===== src/rtl/addsub16_slice_sequencer_if.sv =====
// Request/response bundle for the slice-serial add/subtract engine.
// Latency: n/a (wires only). Backpressure: valid/ready on both request and response.
// Ports: req_valid/req_ready/mode/A/B (request), resp_valid/resp_ready/D/C_out/V (response).
interface addsub16_slice_sequencer_if #(
  parameter int WIDTH = 16
);
  logic             req_valid;
  logic             req_ready;
  logic             mode;
  logic [WIDTH-1:0] A;
  logic [WIDTH-1:0] B;
  logic             resp_valid;
  logic             resp_ready;
  logic [WIDTH-1:0] D;
  logic             C_out;
  logic             V;

  // Requester / consumer side.
  modport master (
    output req_valid, mode, A, B, resp_ready,
    input  req_ready, resp_valid, D, C_out, V
  );

  // Engine side.
  modport slave (
    input  req_valid, mode, A, B, resp_ready,
    output req_ready, resp_valid, D, C_out, V
  );
endinterface


===== src/rtl/addsub16_slice_sequencer.sv =====
// Multi-cycle WIDTH-bit add/subtract through one shared SLICE-bit ripple slice, LSB first.
// Latency: result valid WIDTH/SLICE edges after the accept edge.
// Backpressure: holds in DONE with stable outputs while resp_ready=0; requests ignored while busy.
// Ports: clk, rst (async active-high), bus (slave modport: request in, result out).
// Optional macro BACK_TO_BACK_EN: in DONE, req_ready follows resp_ready so a retire and a
// new accept can share one edge; undefined, every transaction passes through IDLE.
module addsub16_slice_sequencer #(
  parameter int WIDTH = 16,
  parameter int SLICE = 4
) (
  input  logic                          clk,
  input  logic                          rst,
  addsub16_slice_sequencer_if.slave     bus
);
  localparam int NSL = WIDTH / SLICE;
  localparam int IW  = (NSL > 1) ? $clog2(NSL) : 1;
  localparam logic [IW-1:0] LAST = IW'(NSL - 1);

  typedef enum logic [1:0] {IDLE, RUN, DONE} state_t;

  state_t           state;
  logic [IW-1:0]    idx;
  logic             carry;
  logic [WIDTH-1:0] a_reg;
  logic [WIDTH-1:0] b_reg;
  logic [WIDTH-1:0] d_reg;
  logic             c_reg;
  logic             v_reg;
  logic             rdy_reg;

  logic [SLICE-1:0] a_sl;
  logic [SLICE-1:0] b_sl;
  logic [SLICE-1:0] sum;
  logic [SLICE:0]   cc;
  logic             accept;

  assign a_sl = a_reg[idx*SLICE +: SLICE];
  assign b_sl = b_reg[idx*SLICE +: SLICE];

  // The single shared full-adder chain.
  always_comb begin
    sum   = '0;
    cc    = '0;
    cc[0] = carry;
    for (int i = 0; i < SLICE; i++) begin
      sum[i]  = a_sl[i] ^ b_sl[i] ^ cc[i];
      cc[i+1] = (a_sl[i] & b_sl[i]) | ((a_sl[i] | b_sl[i]) & cc[i]);
    end
  end

`ifdef BACK_TO_BACK_EN
  assign bus.req_ready = rdy_reg | ((state == DONE) & bus.resp_ready);
`else
  assign bus.req_ready = rdy_reg;
`endif

  assign accept         = bus.req_valid & bus.req_ready;
  assign bus.resp_valid = (state == DONE);
  assign bus.D          = d_reg;
  assign bus.C_out      = c_reg;
  assign bus.V          = v_reg;

  always_ff @(posedge clk or posedge rst) begin
    if (rst) begin
      state   <= IDLE;
      idx     <= '0;
      carry   <= 1'b0;
      a_reg   <= '0;
      b_reg   <= '0;
      d_reg   <= '0;
      c_reg   <= 1'b0;
      v_reg   <= 1'b0;
      rdy_reg <= 1'b0;
    end else begin
      case (state)
        IDLE: begin
          rdy_reg <= 1'b1;
          if (accept) begin
            // Subtraction is A + ~B + 1: invert B here, inject the +1 as the initial carry.
            a_reg   <= bus.A;
            b_reg   <= bus.mode ? ~bus.B : bus.B;
            carry   <= bus.mode;
            idx     <= '0;
            d_reg   <= '0;
            rdy_reg <= 1'b0;
            state   <= RUN;
          end
        end
        RUN: begin
          d_reg[idx*SLICE +: SLICE] <= sum;
          carry                     <= cc[SLICE];
          idx                       <= idx + IW'(1);
          if (idx == LAST) begin
            c_reg <= cc[SLICE];
            // sum[SLICE-1] is the result MSB on the last slice.
            v_reg <= (a_reg[WIDTH-1] == b_reg[WIDTH-1]) && (sum[SLICE-1] != a_reg[WIDTH-1]);
            state <= DONE;
          end
        end
        DONE: begin
          if (bus.resp_ready) begin
`ifdef BACK_TO_BACK_EN
            if (bus.req_valid) begin
              a_reg <= bus.A;
              b_reg <= bus.mode ? ~bus.B : bus.B;
              carry <= bus.mode;
              idx   <= '0;
              d_reg <= '0;
              state <= RUN;
            end else begin
              rdy_reg <= 1'b1;
              state   <= IDLE;
            end
`else
            rdy_reg <= 1'b1;
            state   <= IDLE;
`endif
          end
        end
        default: begin
          rdy_reg <= 1'b0;
          state   <= IDLE;
        end
      endcase
    end
  end
endmodule


===== src/flat_wrapper.sv =====
// flat-port wrapper written by rule: the top's interface ports become plain ports
module addsub16_slice_sequencer_flat 
#(
  parameter int WIDTH = 16,
  parameter int SLICE = 4
)
  (clk, rst, bus_req_valid, bus_mode, bus_A, bus_B, bus_resp_ready, bus_req_ready, bus_resp_valid, bus_D, bus_C_out, bus_V);
  addsub16_slice_sequencer_if #(.WIDTH(WIDTH)) bus_i ();
  input  logic clk;
  input  logic rst;
  input wire logic [$bits(bus_i.req_valid)-1:0] bus_req_valid;
  input wire logic [$bits(bus_i.mode)-1:0] bus_mode;
  input wire logic [$bits(bus_i.A)-1:0] bus_A;
  input wire logic [$bits(bus_i.B)-1:0] bus_B;
  input wire logic [$bits(bus_i.resp_ready)-1:0] bus_resp_ready;
  output wire logic [$bits(bus_i.req_ready)-1:0] bus_req_ready;
  output wire logic [$bits(bus_i.resp_valid)-1:0] bus_resp_valid;
  output wire logic [$bits(bus_i.D)-1:0] bus_D;
  output wire logic [$bits(bus_i.C_out)-1:0] bus_C_out;
  output wire logic [$bits(bus_i.V)-1:0] bus_V;
  assign bus_i.req_valid = bus_req_valid;
  assign bus_i.mode = bus_mode;
  assign bus_i.A = bus_A;
  assign bus_i.B = bus_B;
  assign bus_i.resp_ready = bus_resp_ready;
  assign bus_req_ready = bus_i.req_ready;
  assign bus_resp_valid = bus_i.resp_valid;
  assign bus_D = bus_i.D;
  assign bus_C_out = bus_i.C_out;
  assign bus_V = bus_i.V;
  addsub16_slice_sequencer #(.WIDTH(WIDTH), .SLICE(SLICE)) u_core (.clk(clk), .rst(rst), .bus(bus_i));
endmodule

===== config.mk =====
export PLATFORM = sky130hd
export DESIGN_NAME = addsub16_slice_sequencer_flat
export DESIGN_NICKNAME = d
export VERILOG_FILES = /design/src/rtl/addsub16_slice_sequencer_if.sv /design/src/rtl/addsub16_slice_sequencer.sv /design/src/flat_wrapper.sv
export SDC_FILE = /design/constraint.sdc
export NUM_CORES = 1
export LEC_CHECK = 0
export CORE_UTILIZATION = 47
export CTS_BUF_LIST = sky130_fd_sc_hd__clkbuf_4 sky130_fd_sc_hd__clkbuf_8
export CTS_CLUSTER_DIAMETER = 80
export CTS_CLUSTER_SIZE = 24
export DETAILED_ROUTE_END_ITERATION = 12
export PLACE_DENSITY = 0.78
export SLEW_MARGIN = 20
export SYNTH_ARGS = -nofsm -noshare
export SYNTH_HDL_FRONTEND = slang
export SYNTH_SLANG_ARGS = --single-unit

===== constraint.sdc =====
create_clock -name clk -period 3 [get_ports clk]
set_input_delay 0.45 -clock clk [delete_from_list [all_inputs] [get_ports clk]]
set_output_delay 0.45 -clock clk [all_outputs]
set_load 0.005 [all_outputs]

==> impl_metrics.toml, run 1 <==
[outcome]
outcome = "finished, final reports clean"

[clock_network]
cts_made_buffers = 5
clock_tree.buffer_depth = 2
cts_max_level = 2
cts_root_buf = "clkbuf_8"
worstSkewPairLatency_ps = 310
holdBufCountCts = 0
tritoncts_num_sinks = 56
cts_tree = "done"
worst_setup_hold_path_clk_slew_ps = 100

[floorplanning]
io_pins = 57
rows = 27
die-width_um = 77.5
floorplan.die_area_um2 = 6010
floorplan.core_area_um2 = 5510
start_util = 0.487
dieHeight_um = 77.5

[timing]
hold_slack_ps = 415
final-max-slew-violation-count = 0
rsz_0062_raised_after_global_routing = "no"
relSlewSlack = 0.682
final_hold_viol_count = 0
fmaxAchievable_mhz = 355
timing.setup.tns_ps = 0
timing.final.setup_violations = 0
worstMarginPinSlew_ps = 477
fin_crit_ps = 2810
worst_clock_skew_ps = 6.88
timing.final.crit_share = 0.938

[cells_and_area]
stdcell_count = 379
most_frequent_cells_in_the_layout = "nand2_1, clkdlybuf4s50_1, dfrtp_1"
insertedDiodeCount = 0
fill_cells = 462
register_area_um2 = 1400
layout-area-overhead-vs-synth_pct = 27.5
final_nets = 351
multiInputGateArea_um2 = 1150
layout_commonest_cell = "nand2_1"
layout-drive-gt1-share = 0.114

[synthesis]
synthDistinctLibCells = 30
netlist.top_cell.by_area = "dfrtp_1"
synth.cell_area_um2 = 2680
net_count_after_synthesis = 293
syn-mean-instance-area_um2 = 10.8
ys_warn_count = 0
synth_cells = 248
ys_ff_latch = 56
post-synth-top-area-fraction = 0.523
yosys-top-cells-area = "dfrtp_1, nand2_1, mux4_2"
yosysSeqAreaShare = 0.523

[critical_path]
worstPathCellList = "buf_4 > buf_4 > mux4_2 > inv_1 > fa_2 > fa_2 > fa_1 > and3_1 > nor2_1 > o21ai_0"
cp.required_ps = 3190
crit_path_top_delay_cell = "fa_1"
critical_path.max_fanout = 8
criticalPathCategory = "reg -> reg"
wp_buf_inv = 3
worst_ep_arrival_ps = 3000
critPathLaunchType = "flip-flop"
critical-path-top-delay-family = "adder cells"
cp-end-kind = "flip-flop"
max_stage_delay_ps = 460

[grt]
grt_pass1_wl_mm = 8.97
antenna_violations_before_repair = 0
grt_start_max_net_pins = 52
grtUsageTotal = 0.192
grt_pass1_vias = 1951
overflow = 0

[place]
routabilityCongestion = 0.811
dpl.cell_count = 370
port_buffers = 56
place.detailed.hpwl_mm = 3.82

[drt]
via_total_after_detailed_routing = 1914
drt-initial-drc-count = 67
detailedRoute.firstPassIterationCount = 4
wirelength_mm = 5.13
ant_nets = 0
avg_wl_per_cell_um = 13.5
average_vias_per_placed_instance = 5.05
drc = 0

[worst_hold_path]
hold_path_class = "in -> async"

[power]
pwr_density_cell_nw_per_um2 = 1050
max-vdd-ir-drop_v = 0.000583
p_leak_nw = 1.49
total_power_mw = 3.58

[run]
maxCapViolations = 0
cell type report:
cell class / count / share of cell area
Tap cell: 72 / 0.0264
Sequential cell: 56 / 0.410
Multi-Input combinational cell: 165 / 0.337
Inverter: 13 / 0.0143
Clock buffer: 7 / 0.0264
Timing Repair Buffer: 65 / 0.184
Clock inverter: 1 / 0.00220
routing by layer:
metal / wire length [µm] / GRT usage / up-vias / share of wire
met1: 2200 / 0.233 / 919 / 0.43
met4: 55 / 0.0491 / 0 / 0.011
met2: 2690 / 0.348 / 47 / 0.52
met5: 0 / 0 / - / 0
li1: - / - / 943 / -
met3: 187 / 0.0365 / 5 / 0.036
final timing paths:
kind | startpoint | to | slack, ps | cells past startpoint
worst max-delay path | u_core.idx[0] | u_core.bus.V | 190 | 10
worst min-delay path | rst | u_core.b_reg[0] | 420 | 2
worst max register to register | u_core.idx[0] | u_core.bus.V | 190 | 10
worst min register to register | u_core.a_reg[6] | u_core.a_reg[6] | 480 | 2
max in group asynchronous | rst | u_core.idx[0] | 1960 | 3
min in group clk | u_core.a_reg[6] | u_core.a_reg[6] | 480 | 2
Yosys cell counts:
cell and count:
and3_1 1, nand2b_4 1, o31ai_1 1, a31oi_1 1, nor2_1 4, o2bb2ai_1 16, inv_1 13, nand3b_1 1
mux4_2 8, and2b_1 1, a21boi_0 1, nand3_1 5, ha_1 4, fa_1 4, buf_6 3, buf_2 7
or2b_1 1, nor3_1 2, o211ai_1 1, nand4bb_1 1, buf_4 2, clkbuf_1 2, xnor2_1 16, nand2_1 69
a21oi_1 3, and4bb_2 2, dfrtp_1 56, o21ai_0 18, o21ai_1 3, or4_4 1
logic make-up (layout without fill, tap and decap cells):
kind of cell | Yosys count | after routing | share of synthesized area
DFF | 56 | 56 | 0.523
adders and majority gates | 8 | 8 | 0.0486
AOI/OAI and AO/OA | 44 | 44 | 0.108
and+or+nand+nor | 89 | 89 | 0.149
buffers and inverters | 27 | 86 | 0.0523
xor gates and xnor gates | 16 | 16 | 0.0523
muxes | 8 | 8 | 0.0672
report_power, final:
group          switching [mW]  total (mW)  internal (mW)
sequential              0.233        1.32           1.09
clock                   0.238       0.435          0.197
combinational           0.898        1.82          0.920
total                    1.37        3.58           2.21
timing repair:
item | in CTS | in global routing
setup endpoints to repair | 0 | 1
endpoints found under the hold margin | 0 | 0
gates resized for setup | 0 | 2
setup buffers | 0 | 1
metrics by stage:
stage | worst slack [ps] | util | area, µm²
after floorplan | 20.1 | - | 2690
after global placement | 150 | 0.601 | 3310
after detailed placement | 124 | 0.601 | 3310
after CTS | 83.2 | 0.619 | 3410
after global routing | 23.0 | 0.621 | 3420
final | 186 | 0.621 | 3420
Power figures use the tool's default switching activity.
==> run 2, diff against run 1 <==
- CORE_UTILIZATION: 47 -> 50
- PLACE_DENSITY: 0.78 -> 0.79
- clock period: 3 -> 3.6 ns (I/O delays scaled with it)
==> run 2 against run 1 <==
Register-to-register slack better by 80 ps; core utilization up 3.6 points; die area down 5.9%; cell count decreased by 2.1%; setup slack improved by 81 ps; hold slack better by 69 ps; critical path depth fell by 1; via count grew 0.57%; maximum frequency shrank 16%; clock skew fell by 1.4 ps; sequential power is 15% lower; global-route usage up 3.7 points.
==> impl_metrics.toml, run 2 (synthesized netlist as in run 1, its figures left out) <==
[outcome]
outcome = "finished, final reports clean"

[floorplanning]
dieHeight_um = 75.2
rows = 26
floorplan.die_area_um2 = 5660
io_pins = 57
floorplan.core_area_um2 = 5140
die-width_um = 75.2
start_util = 0.521

[cells_and_area]
final_nets = 345
insertedDiodeCount = 0
fill_cells = 440
stdcell_count = 371
register_area_um2 = 1400
layout-drive-gt1-share = 0.0831
most_frequent_cells_in_the_layout = "nand2_1, clkdlybuf4s50_1, dfrtp_1"
layout-area-overhead-vs-synth_pct = 26.0
final_cell_area_um2 = 3380
multiInputGateArea_um2 = 1140
layout_commonest_cell = "nand2_1"

[timing]
worstMarginPinSlew_ps = 927
relSlewSlack = 0.381
rsz_0062_raised_after_global_routing = "no"
timing.final.setup_violations = 0
final_hold_viol_count = 0
final-max-slew-violation-count = 0
timing.setup.tns_ps = 0
fin_crit_ps = 3330
worst_clock_skew_ps = 5.50
timing.final.crit_share = 0.926
fmaxAchievable_mhz = 300

[clock_network]
worst_setup_hold_path_clk_slew_ps = 100
cts_max_level = 2
clock_tree.buffer_depth = 2
holdBufCountCts = 0
cts_root_buf = "clkbuf_8"
worstSkewPairLatency_ps = 310
cts_resized = 0
cts_made_buffers = 5
tritoncts_num_sinks = 56
cts_tree = "done"
post_cts_setup_inserts = 0

[drt]
average_vias_per_placed_instance = 5.19
drt-initial-drc-count = 96
wirelength_mm = 5.36
via_total_after_detailed_routing = 1925
avg_wl_per_cell_um = 14.5
detailedRoute.firstPassIterationCount = 4
drc = 0
ant_nets = 0

[power]
max-vdd-ir-drop_v = 0.000476
p_leak_nw = 1.47
pwr_density_cell_nw_per_um2 = 884
total_power_mw = 2.98

[grt]
overflow = 0
grt_pass1_vias = 1970
grt_start_max_net_pins = 57
antenna_violations_before_repair = 0
grt_pass1_wl_mm = 9.45
grtUsageTotal = 0.229

[critical_path]
cp.required_ps = 3820
criticalPathCategory = "reg -> reg"
cp-end-kind = "flip-flop"
rrSetupSlack_ps = 270
worst_ep_arrival_ps = 3560
r2r-end = "u_core.bus.V"
critical_path.max_fanout = 9
critPathLaunchType = "flip-flop"
worstReg2RegStart = "u_core.idx[0]"
rr_worst_depth = 9

[place]
port_buffers = 56
dpl.cell_count = 363
placedInstanceArea_um2 = 3260
routabilityCongestion = 0.783
place.detailed.hpwl_mm = 3.82

[worst_hold_path]
hold_end = "u_core.a_reg[13]"
min_from = "u_core.a_reg[13]"
hold_path_class = "reg -> reg"
hold_path_depth = 2

[run]
maxCapViolations = 0
==> run 2: changes by cell type in the layout (fill, tap and decap cells not counted), sizes merged <==
cell / change
bufinv: +1
clkbuf: -2
clkinv: +2
buf: -6
inv: -1
==> run 2: routing by layer <==
metal / track usage / wire length (µm) / vias to the layer above
met5: 0 / 0 / -
met4: 0.0782 / 94 / 0
met3: 0.0562 / 211 / 10
met2: 0.378 / 2760 / 57
met1: 0.298 / 2300 / 923
li1: - / - / 935
==> run 2: worst max-delay path: stages, from the launching register on <==
cell     delay [ps]
dfrtp_1         510
mux4_2          380
inv_1            60
fa_1            420
fa_1            400
fa_1            410
fa_1            660
and3_1          210
nor2_1           40
o21ai_0         160
==> run 2: worst max-delay path by stage <==
stage                        from           end  slack [ps]  cells after the start
floorplan           u_core.idx[1]  u_core.bus.V         540                     10
global placement    u_core.idx[0]  u_core.bus.V         460                      9
detailed placement  u_core.idx[0]  u_core.bus.V         330                      9
CTS                 u_core.idx[0]  u_core.bus.V         250                      9
global route        u_core.idx[0]  u_core.bus.V         130                      9
finish              u_core.idx[0]  u_core.bus.V         270                      9
==> run 2: area by class of cell <==
| class | instances | share of cell area |
|---|---|---|
| flip-flops and latches | 56 | 0.415 |
| multi-input cells | 165 | 0.339 |
| repair buffers | 59 | 0.173 |
| well taps | 70 | 0.0259 |
| clock buffers | 5 | 0.0204 |
| inverters | 13 | 0.0148 |
| clock inverters | 3 | 0.0126 |
==> run 2: per-stage QoR <==
stage / utilization / setup slack [ps] / hold WS (ps)
after global routing: 0.657 / 128 / 519
final: 0.657 / 267 / 484
after detailed placement: 0.635 / 331 / 465
after CTS: 0.657 / 253 / 489
after floorplan: - / 536 / 440
after global placement: 0.635 / 462 / 459
==> run 2: power by group <==
group	switching (mW)	internal (mW)	leakage, nW
Sequential	0.212	0.907	0.720
Combinational	0.749	0.705	0.698
Clock	0.205	0.206	0.0541
